File: src/rtl/arb_pkg.sv
// rtl/arb_pkg.sv - shared constants and state type for the round-robin arbiter
package arb_pkg;

    localparam int N_REQ              = 16;
    localparam int ID_W               = 4;
    localparam int DEF_TIMEOUT_CYCLES = 256;

    typedef enum logic {
        ST_IDLE  = 1'b0,
        ST_GRANT = 1'b1
    } arb_state_t;

endpackage

File: src/rtl/rr_pick.sv
// rtl/rr_pick.sv - combinational round-robin pick: first set request at or after ptr
module rr_pick
    import arb_pkg::*;
(
    input  logic [N_REQ-1:0] req,
    input  logic [ID_W-1:0]  ptr,
    output logic             any,
    output logic [ID_W-1:0]  id,
    output logic [N_REQ-1:0] oh
);

    logic [2*N_REQ-1:0] req_dbl;
    logic [N_REQ-1:0]   rot;
    logic [ID_W-1:0]    enc;

    // Rotating right by ptr puts requester ptr at bit 0, so lowest-bit priority
    // becomes "first at or after ptr".
    assign req_dbl = {req, req} >> ptr;
    assign rot     = req_dbl[N_REQ-1:0];
    assign any     = |req;

    always_comb begin
        enc = '0;
        for (int i = N_REQ - 1; i >= 0; i--) begin
            if (rot[i]) begin
                enc = ID_W'(i);
            end
        end
    end

    assign id = enc + ptr;
    assign oh = N_REQ'(1) << id;

endmodule

File: config.mk
export PLATFORM = sky130hd
export DESIGN_NAME = rr_pick
export DESIGN_NICKNAME = d
export VERILOG_FILES = /design/src/rtl/arb_pkg.sv /design/src/rtl/rr_pick.sv
export SDC_FILE = /design/constraint.sdc
export NUM_CORES = 1
export LEC_CHECK = 0
export CAP_MARGIN = 40
export CORE_ASPECT_RATIO = 2
export CORE_MARGIN = 3
export CORE_UTILIZATION = 57
export DETAILED_ROUTE_END_ITERATION = 16
export PLACE_DENSITY = 0.91
export SLEW_MARGIN = 10
export SYNTH_ARGS = -nofsm -noshare
export SYNTH_HDL_FRONTEND = slang
export SYNTH_SLANG_ARGS = --single-unit
File: constraint.sdc
create_clock -name vclk -period 13.15
set_clock_uncertainty 0.1 [all_clocks]
set_input_delay 3.945 -clock vclk [all_inputs]
set_output_delay 3.945 -clock vclk [all_outputs]
set_load 0.01 [all_outputs]
After elaboration in Yosys (flattened, before gate mapping):

Index checks and enable logic that the tools add are counted.
W data, S select, Z words.

* register bits after elaboration: 0
* word-level logic and storage cells: 20

* $add $sub $neg: 1
* shifts and indexed selects: 2
* multiplexer cells: 16
* reductions and logical operators: 1

Operators by type and width (number)
* $mux W4: 16
* $shr A32 B4 Y16: 1
* $reduce_or A16 Y1: 1
* $shl A1 B4 Y16 const A: 1
* $add A4 B4 Y4: 1

Longest topological paths before layout:

Gate-level depths: netlist of run 1.

* word-level depth: 19
* depth in mapped cells: 15

Least setup slack after synthesis of run 1:

Ideal clock, no wire load.

* path kind: input to output
* start point: input port ptr[1]
* end point: output port oh[15]
* data arrival time: 7094 ps
* data required time: 9105 ps
* setup slack: 2011 ps
* cell stages on the path: 15
* buffers on the path: 3
* cell sequence: buf_6 > buf_12 > mux4_2 > mux2_2 > a211o_1 > o211ai_1 > nand2_1 > o31a_1 > ha_1 > a21oi_1 > xnor2_1 > clkbuf_1 > and3_1 > nand2_1 > mux2i_1

* cells in the longest elaborated chain, start to end: 19

RTL lines
* start, declared: line rr_pick.sv:6 `input logic [ID_W-1:0] ptr,`
* $shr A32 B4 Y16: line rr_pick.sv:18 `assign req_dbl = {req, req} >> ptr;`
* $mux W4 (16 in a row): line rr_pick.sv:25 `if (rot[i]) begin`
* $add A4 B4 Y4 *: line rr_pick.sv:31 `assign id = enc + ptr;`
* named net id[2]: line rr_pick.sv:8 `output logic [ID_W-1:0] id,`
* $shl A1 B4 Y16 *: line rr_pick.sv:32 `assign oh = N_REQ'(1) << id;`
* end, declared: line rr_pick.sv:9 `output logic [N_REQ-1:0] oh`

Mark *: on every way through the listed nets, which the timed path passes. The rest lies on a longest branch.

Final worst setup path of run 1:

* start point: input port ptr[3]
* end point: output port oh[5]

* cells in the longest elaborated chain, start to end: 19

RTL lines (line)
* $shr A32 B4 Y16: rr_pick.sv:18
* $mux W4 (16 in a row): rr_pick.sv:25
* $add A4 B4 Y4 *: rr_pick.sv:31
* $shl A1 B4 Y16 *: rr_pick.sv:32

Every way passes the cells marked *; elsewhere a longest branch is shown, timed or not.

==> impl_metrics.ini, run 1 <==
[outcome]
status = complete, no violations

[detailed_routing]
drtPass1Iterations = 4
wl_um = 5730
antenna_left = 0
dr.first_iter.drc_count = 74
avgRoutedWirePerCell_um = 22.9
via_count = 1844
post-route-drc-count = 0
routed_via_density = 7.38

[sta]
setup_tns_ns = 0
fmax_mhz = 77.8
drv_slew = 0
fin_crit_ns = 12.86
tightest_slew_ns = 0.787
rsz0062_at_grt = false
relSlewSlack_pct = 47.5
period_share_pct = 97.8
finalHoldViolations = 0
setup_viol = 0

[layout]
drive_above_1_share_pct = 17.2
n_antenna_cell = 0
nClkBuffers = 0
nets = 247
regArea_um2 = 0
area_growth_pct = 26.4
seq_cells = 0

[global_route]
grt_pass1_vias = 1843
grt.overflow.total = 0
antenna_found_initial = 0
grt_max_degree = 20
grt_pass1_wl_um = 9010
grtUsageTotal_pct = 32.8

[critical_path]
slowest_delay_ns = 0.78
cp_slowest_cell = mux4_1
worstPathCellList = clkdlybuf4s50_1, mux4_1, mux2_2, mux2i_1, a21oi_1, a211oi_1, ha_1, a21oi_1, nor2b_1, nor2_1, xor2_2, nand2_1, mux2i_1, clkdlybuf4s50_1
cp_max_fo = 10
path_class = in -> out
critPathRequiredTime_ns = 9.10
end_kind = primary output
worstPathArrival_ns = 8.81
setup.worst_path.start_class = input port

[pwr]
power.total_uw = 128
powerDensity_nw_per_um2 = 61.1
switching_share_pct = 53.3
intPower_uw = 59.6
power_frac_seq_pct = 0
p_clk_share_pct = 0
power.switching_uw = 68.1
p_leak_nw = 0.821
pwr-share-comb_pct = 100.0
ir_drop_uv = 55.3

[floorplan]
dieArea_um2 = 3620
core_um2 = 2770
io_pins = 41
fp.dieH_um = 82.2
dieWidth_um = 44.1
std_cell_rows = 27
initial_core_util_pct = 59.7

[logic_synthesis]
syn_area_um2 = 1650
yosysSeqAreaShare_pct = 0
synth.distinct_cells = 52
syn_inst = 184
syn-num-nets = 208
ys_warn_count = 0
synth.avg_cell_area_um2 = 8.99

[placement]
hpwl_um = 4590
globalplace.congestion = 0.961
port-buffer-count = 41

[clock_tree]
postCtsHoldBufs = 0
cts_setup_buffers = 0
post_cts_resized = 0

[min_path]
hold_class = in -> out

[flow_run]
max_cap_violations = 0
==> cell usage after synthesis (3+ instances only) <==
master	n	share of area, %
o21ai_0	3	0.91
a211oi_1	3	1.4
ha_1	4	3.0
nand2_1	22	5.0
and3_1	3	1.1
mux2_2	9	6.1
nand2b_1	7	2.6
nor2_1	13	3.0
nor4_1	4	1.5
o22ai_1	3	1.1
mux4_2	7	9.5
nand3_1	6	1.8
mux4_1	11	17
xnor2_1	4	2.1
and2_1	3	1.1
buf_2	3	0.91
nor3_1	6	1.8
a21oi_1	3	0.91
clkbuf_1	5	1.1
mux2i_1	27	16
==> metal layers <==
metal	share of wire, %	GRT usage [%]	vias up
met2	58	64.5	87
met4	4.8	16.0	0
met3	3.6	3.47	21
met5	0	0	-
met1	34	32.1	923
li1	-	-	813
==> critical path, delay by kind of cell <==
kind                     cells  cell delay, ns
multiplexers                 4            1.70
XOR/XNOR                     1            0.36
AND/OR/NAND/NOR              3            0.44
buffers and inverters        2            1.38
adder cells (fa/ha/maj)      1            0.32
AO/OA/AOI/OAI                3            0.66
==> through the flow <==
stage	utilization [%]	hold WS, ns	instance area (um2)	setup slack [ns]	instances
final	75.5	9.01	2090	0.290	250
after global routing	75.5	9.04	2090	0.115	250
after CTS	75.1	9.01	2080	0.129	250
after detailed placement	75.1	9.00	2080	0.137	250
after global placement	75.1	8.97	2080	0.464	250
after floorplan	-	7.91	1650	2.01	184
==> cell usage in the layout (no fill, tap or decap), types with 2 or more instances in the layout <==
cell	instances
nor3_1	6
mux2_2	9
and2_1	3
a21o_1	2
mux4_2	7
nor2_1	13
nand3_1	6
or2_2	2
a211oi_1	3
nand2_2	2
nor4_1	4
and3_1	3
nand2b_1	7
mux2i_1	27
mux4_1	11
o22ai_1	3
clkdlybuf4s50_1	40
o21ai_0	3
a211o_1	2
ha_1	4
xnor2_1	4
inv_2	2
a21oi_1	3
mux2i_2	2
buf_4	7
nand2_1	22
==> final cells by class <==
type / count / area [um2]
tap: 29 / 36.3
multi-input combinational: 170 / 1580
timing repair buffer: 48 / 465
fill: 194 / 679
inverter: 3 / 11.3
==> cell families (layout without fill, tap and decap cells) <==
kind of cell	after synthesis	count (layout)	share of synthesized area [%]
simple gates	72	72	21.5
xor+xnor	5	5	2.65
fa+ha+maj	4	4	3.03
buf+inv	14	51	5.07
compound gates	32	32	16.0
mux	57	57	51.8
==> worst paths after layout <==
check,from,to,slack (ns),depth (start not counted)
setup / recovery,ptr[3],oh[5],0.29,14
hold / removal,req[8],any,9.01,4
==> power by group through the flow <==
stage | logic (mW) | clock network (mW) | registers, mW
2_1_floorplan | 0.0774 | 0 | 0
3_3_place_gp | 0.118 | 0 | 0
3_5_place_dp | 0.124 | 0 | 0
4_1_cts | 0.125 | 0 | 0
5_1_grt | 0.136 | 0 | 0
6_report | 0.128 | 0 | 0
Note: power is estimated with default switching activity, not from simulation.
==> run 2, diff against run 1 <==
TNS_END_PERCENT = 1   (was not set)
==> results of run 2 <==
The final DEF is identical to that of run 1; final timing and power are the same.
